File: src/rtl/mtimer_dev_pkg.sv
// Shared definitions for the machine timer device: register offsets, FSM states, reset constants.
package mtimer_dev_pkg;

   localparam logic [15:0] MSIP_OFF     = 16'h0000;
   localparam logic [15:0] MTIMECMP_OFF = 16'h4000;
   localparam logic [15:0] MTIME_OFF    = 16'hBFF8;

   localparam logic [63:0] MTIMECMP_RST = 64'hFFFF_FFFF_FFFF_FFFF;

   typedef enum logic {
      IDLE = 1'b0,
      RESP = 1'b1
   } state_t;

   function automatic logic [63:0] byte_merge(input logic [63:0] old_val,
                                              input logic [63:0] wdata,
                                              input logic [7:0]  wstrb);
      logic [63:0] r;
      r = old_val;
      for (int b = 0; b < 8; b++) begin
         if (wstrb[b]) r[8*b +: 8] = wdata[8*b +: 8];
      end
      return r;
   endfunction

endpackage

File: src/rtl/mtimer_dev_counter.sv
// Free-running mtime counter advanced once every TICK_DIV clocks; a load wins over the tick.
// Load takes effect at the clock edge it is presented on and restarts the prescaler.
module mtime_counter
   import mtimer_dev_pkg::*;
#(
   parameter int unsigned TICK_DIV = 1
) (
   input  logic        clk,
   input  logic        rst,
   input  logic        load_en,
   input  logic [63:0] load_val,
   output logic [63:0] mtime
);

   localparam logic [15:0] PRESC_LAST = 16'(TICK_DIV - 1);

   logic [15:0] presc;
   logic        wrap;

   assign wrap = (presc == PRESC_LAST);

   always_ff @(posedge clk or posedge rst) begin
      if (rst) begin
         presc <= '0;
         mtime <= '0;
      end else if (load_en) begin
         presc <= '0;
         mtime <= load_val;
      end else if (wrap) begin
         presc <= '0;
         mtime <= mtime + 64'd1;
      end else begin
         presc <= presc + 16'd1;
      end
   end

endmodule

File: src/rtl/mtimer_dev.sv
// Machine timer device (msip, mtimecmp, mtime) behind a one-outstanding request/response port.
// Response appears the cycle after acceptance and is held until rsp_ready; no new request meanwhile.
module mtimer_dev
   import mtimer_dev_pkg::*;
#(
   parameter int unsigned TICK_DIV = 1
) (
   input  logic        clk,
   input  logic        rst,
   input  logic        req_valid,
   output logic        req_ready,
   input  logic        req_we,
   input  logic [15:0] req_addr,
   input  logic [63:0] req_wdata,
   input  logic [7:0]  req_wstrb,
   output logic        rsp_valid,
   input  logic        rsp_ready,
   output logic [63:0] rsp_rdata,
   output logic        rsp_err,
   output logic        mtip,
   output logic        msip,
   output logic [63:0] mtime
);

   state_t      state;
   logic [63:0] mtimecmp;
   logic        msip_q;
   logic        accept;
   logic        addr_ok;
   logic        wr;
   logic [63:0] rd_val;

   assign req_ready = (state == IDLE);
   assign accept    = req_valid && req_ready;
   assign addr_ok   = (req_addr[2:0] == 3'b000) &&
                      (req_addr == MSIP_OFF || req_addr == MTIMECMP_OFF || req_addr == MTIME_OFF);
   assign wr        = accept && req_we && addr_ok;
   assign msip      = msip_q;

   always_comb begin
      rd_val = '0;
      case (req_addr)
         MSIP_OFF:     rd_val = {63'd0, msip_q};
         MTIMECMP_OFF: rd_val = mtimecmp;
         MTIME_OFF:    rd_val = mtime;
         default:      rd_val = '0;
      endcase
   end

   // An all-zero strobe must not disturb the prescaler, so it never reaches the counter.
   mtime_counter #(.TICK_DIV(TICK_DIV)) u_counter (
      .clk      (clk),
      .rst      (rst),
      .load_en  (wr && (req_addr == MTIME_OFF) && (|req_wstrb)),
      .load_val (byte_merge(mtime, req_wdata, req_wstrb)),
      .mtime    (mtime)
   );

   always_ff @(posedge clk or posedge rst) begin
      if (rst) begin
         state     <= IDLE;
         rsp_valid <= 1'b0;
         rsp_rdata <= '0;
         rsp_err   <= 1'b0;
         mtip      <= 1'b0;
         mtimecmp  <= MTIMECMP_RST;
         msip_q    <= 1'b0;
      end else begin
         mtip <= (mtime >= mtimecmp);
         case (state)
            IDLE: begin
               if (accept) begin
                  state     <= RESP;
                  rsp_valid <= 1'b1;
                  rsp_err   <= !addr_ok;
                  rsp_rdata <= (addr_ok && !req_we) ? rd_val : '0;
                  if (wr && req_addr == MTIMECMP_OFF)
                     mtimecmp <= byte_merge(mtimecmp, req_wdata, req_wstrb);
                  if (wr && req_addr == MSIP_OFF && req_wstrb[0])
                     msip_q <= req_wdata[0];
               end
            end
            RESP: begin
               if (rsp_ready) begin
                  state     <= IDLE;
                  rsp_valid <= 1'b0;
                  rsp_rdata <= '0;
                  rsp_err   <= 1'b0;
               end
            end
            default: state <= IDLE;
         endcase
      end
   end

endmodule

File: config.mk
export PLATFORM = sky130hd
export DESIGN_NAME = mtimer_dev
export DESIGN_NICKNAME = d
export VERILOG_FILES = /design/src/rtl/mtimer_dev_pkg.sv /design/src/rtl/mtimer_dev_counter.sv /design/src/rtl/mtimer_dev.sv
export SDC_FILE = /design/constraint.sdc
export NUM_CORES = 1
export LEC_CHECK = 0
export BUFFER_PORTS_ARGS = -buffer_cell sky130_fd_sc_hd__clkbuf_2
export CAP_MARGIN = 30
export CORE_ASPECT_RATIO = 1.25
export CORE_MARGIN = 2
export CORE_UTILIZATION = 52
export DETAILED_ROUTE_END_ITERATION = 16
export PLACE_DENSITY = 0.77
export SYNTH_ARGS = -nofsm -noshare
export SYNTH_HDL_FRONTEND = slang
export SYNTH_HIERARCHICAL = 1
export SYNTH_SLANG_ARGS = --single-unit
File: constraint.sdc
create_clock -name clk -period 4 [get_ports clk]
set_input_delay 0.8 -clock clk [delete_from_list [all_inputs] [get_ports clk]]
set_output_delay 0.8 -clock clk [all_outputs]
set_load 0.01 [all_outputs]
==> impl_metrics.ini <==
[drt]
wl_per_cell_microns = 19.5
drt_wl_total_microns = 36300
drt_pass1_iterations = 5
vias_per_cell = 6.02
drtIter0Drc = 772
vias = 11213
drc = 0
drtAntennaViolNets = 0

[hold_path]
hold_class = input port to asynchronous set/reset pin

[setup_path]
critPathCapture = u_counter/mtime[40]
cp-start-kind = flop
critPathRequiredTime_ps = 4430
cp_max_fo = 19
r2r_end = u_counter/mtime[40]
r2r_start = u_counter/mtime[20]
critPathCaptureType = flop
setup.worst_path.start = u_counter/mtime[20]
critPathKind = flop to flop
ff2ff_path_depth = 5
worstPathArrival_ps = 3490
rrSetupSlack_ps = 940

[cts]
cts_made_buffers = 23
post_cts_buffers = 0
clkLatencyLatePin_ps = 530
postCtsHoldBufs = 0
cts_root_buf = clkbuf_16
cts-resized-gates = 0
clock_sinks = 213
cts_tree = built
max-clock-path-buffers = 3
h-tree-depth = 1
clkSlewWorstSetupHoldPaths_ps = 60

[grt]
grt_use_total_pct = 27.4
grt_pass1_wl_microns = 58400
antenna_found_initial = 0
grt_pass1_vias = 11074
overflow = 0
grt_max_degree = 72

[die]
die_h_microns = 180
die_area_sq_um = 26100
num_rows = 64
start_util_pct = 52.9
die_x_microns = 145
pin_count = 226
coreArea_sq_um = 24400

[finish]
syn_to_final_growth_pct = 17.0
fin_cells = 1863
final_nets = 1676
diodes = 0
finalInstanceArea_sq_um = 15100
postLayoutCoreUtil_pct = 61.9
final_layout_size_suffix_gt1_share_pct = 36.6

[placement]
io_buffers = 225
gp_congestion = 0.902
placed_area_sq_um = 14400
dp.cells = 1821
hpwlAfterDp_microns = 26700
post-place-ws_ps = 615

[synth]
synth_top_cells_by_area = dfrtp_1 (29%), dfstp_2 (13%), mux2_2 (11%)
synthTopCellsByCount = dfrtp_1 (149), nand2_1 (144), mux2_2 (129)
yosysSeqAreaShare_pct = 41.9
synth_cell_type_count = 61
synthCells = 1311
synth_nets = 1471
synth_edf_count = 0
yosysMostFrequentCell = dfrtp_1
async_reset_ff_share_pct = 100
synth_top_area_cell = dfrtp_1
ys_ff_latch = 213
avgSynthCellArea_sq_um = 9.86
synth_area_sq_um = 12900
yosysWarnings = 6
ys.flop_type = dfrtp_1
synth_top_area_share_pct = 28.8

[sta]
hold_slack_ps = 233
drv_slew = 0
fin_skew_ps = 25.4
fin_crit_sh_pct = 76.4
fmax_mhz = 327
rsz0062_at_grt = false
worst_pin_slew_ps = 875
tns_ps = 0
fin_ws_ps = 943
slew-limit-headroom_pct = 41.6
setup_violations = 0
min_period_ps = 3060
hold_viol = 0

[pwr]
p_leak_nw = 6.35
p_total_mw = 4.68
power_density_nw_per_um2 = 309
vdd_drop_max_uv = 323

[run_status]
status = finished, final reports clean

[job]
cap_violations = 0
-- sequential cells by signal, summed over array words and instances, names as in the netlist --
register,count
mtimecmp,64
rsp_rdata,64
u_counter/mtime,64
u_counter/presc,16
msip,1
mtip,1
rsp_err,1
rsp_valid,1
state,1
-- cell usage in the layout (no fill, tap or decap), drive strengths merged, types with 63 or more instances in the layout --
| master | count |
|---|---|
| nor2 | 66 |
| dfrtp | 149 |
| a22oi | 63 |
| mux2 | 129 |
| o21ai | 110 |
| nand2 | 152 |
| inv | 87 |
| ha | 67 |
| dfstp | 64 |
| clkbuf | 256 |
-- layout make-up --
type                            count  area [sq um]
Sequential cell                   213          5410
Clock inverter                     11           111
Inverter                           88           335
Timing Repair Buffer              246          1350
Tap cell                          330           413
Multi-Input combinational cell    944          6850
Fill cell                        2048          9300
Clock buffer                       31           656
-- worst min-delay path by stage --
stage                                endpoint  slack (ps)  depth (start not counted)
after floorplan            u_counter/presc[0]         490                          1
after global placement          rsp_rdata[45]         460                          2
after detailed placement        rsp_rdata[45]         470                          2
after CTS                 u_counter/mtime[41]         220                          2
after global routing      u_counter/mtime[41]         250                          2
final                     u_counter/mtime[41]         230                          2
-- kinds of logic (layout without fill, tap and decap cells) --
kind of cell	count (synthesis)	in the layout	synth area share [%]
XOR/XNOR	39	39	2.64
AO/OA/AOI/OAI	282	282	15.5
AND/OR/NAND/NOR	426	426	16.8
buffers and inverters	154	376	5.36
multiplexers	130	130	11.3
adder cells (fa/ha/maj)	67	67	6.49
flip-flops	213	213	41.9
-- layer usage --
layer  vias to the layer above  track usage, %  share of wire, %
met1                      5428            34.4                40
met5                         -               0                 0
li1                       5230               -                 -
met3                        93            3.54               6.5
met4                         0            11.3               4.0
met2                       462            47.8                50
-- critical path, cell delays in order, from the launching register on --
cell and delay [ps]:
dfrtp_1 520, nand3_1 370, or4_1 930, or4_1 620, or4_1 420, o211ai_1 100
-- power by group --
part | switching [mW] | internal, mW | total, mW
Sequential | 0.0273 | 2.17 | 2.20
Combinational | 0.179 | 0.117 | 0.295
Clock | 0.902 | 1.28 | 2.18
(Power assumes the default switching activity.)
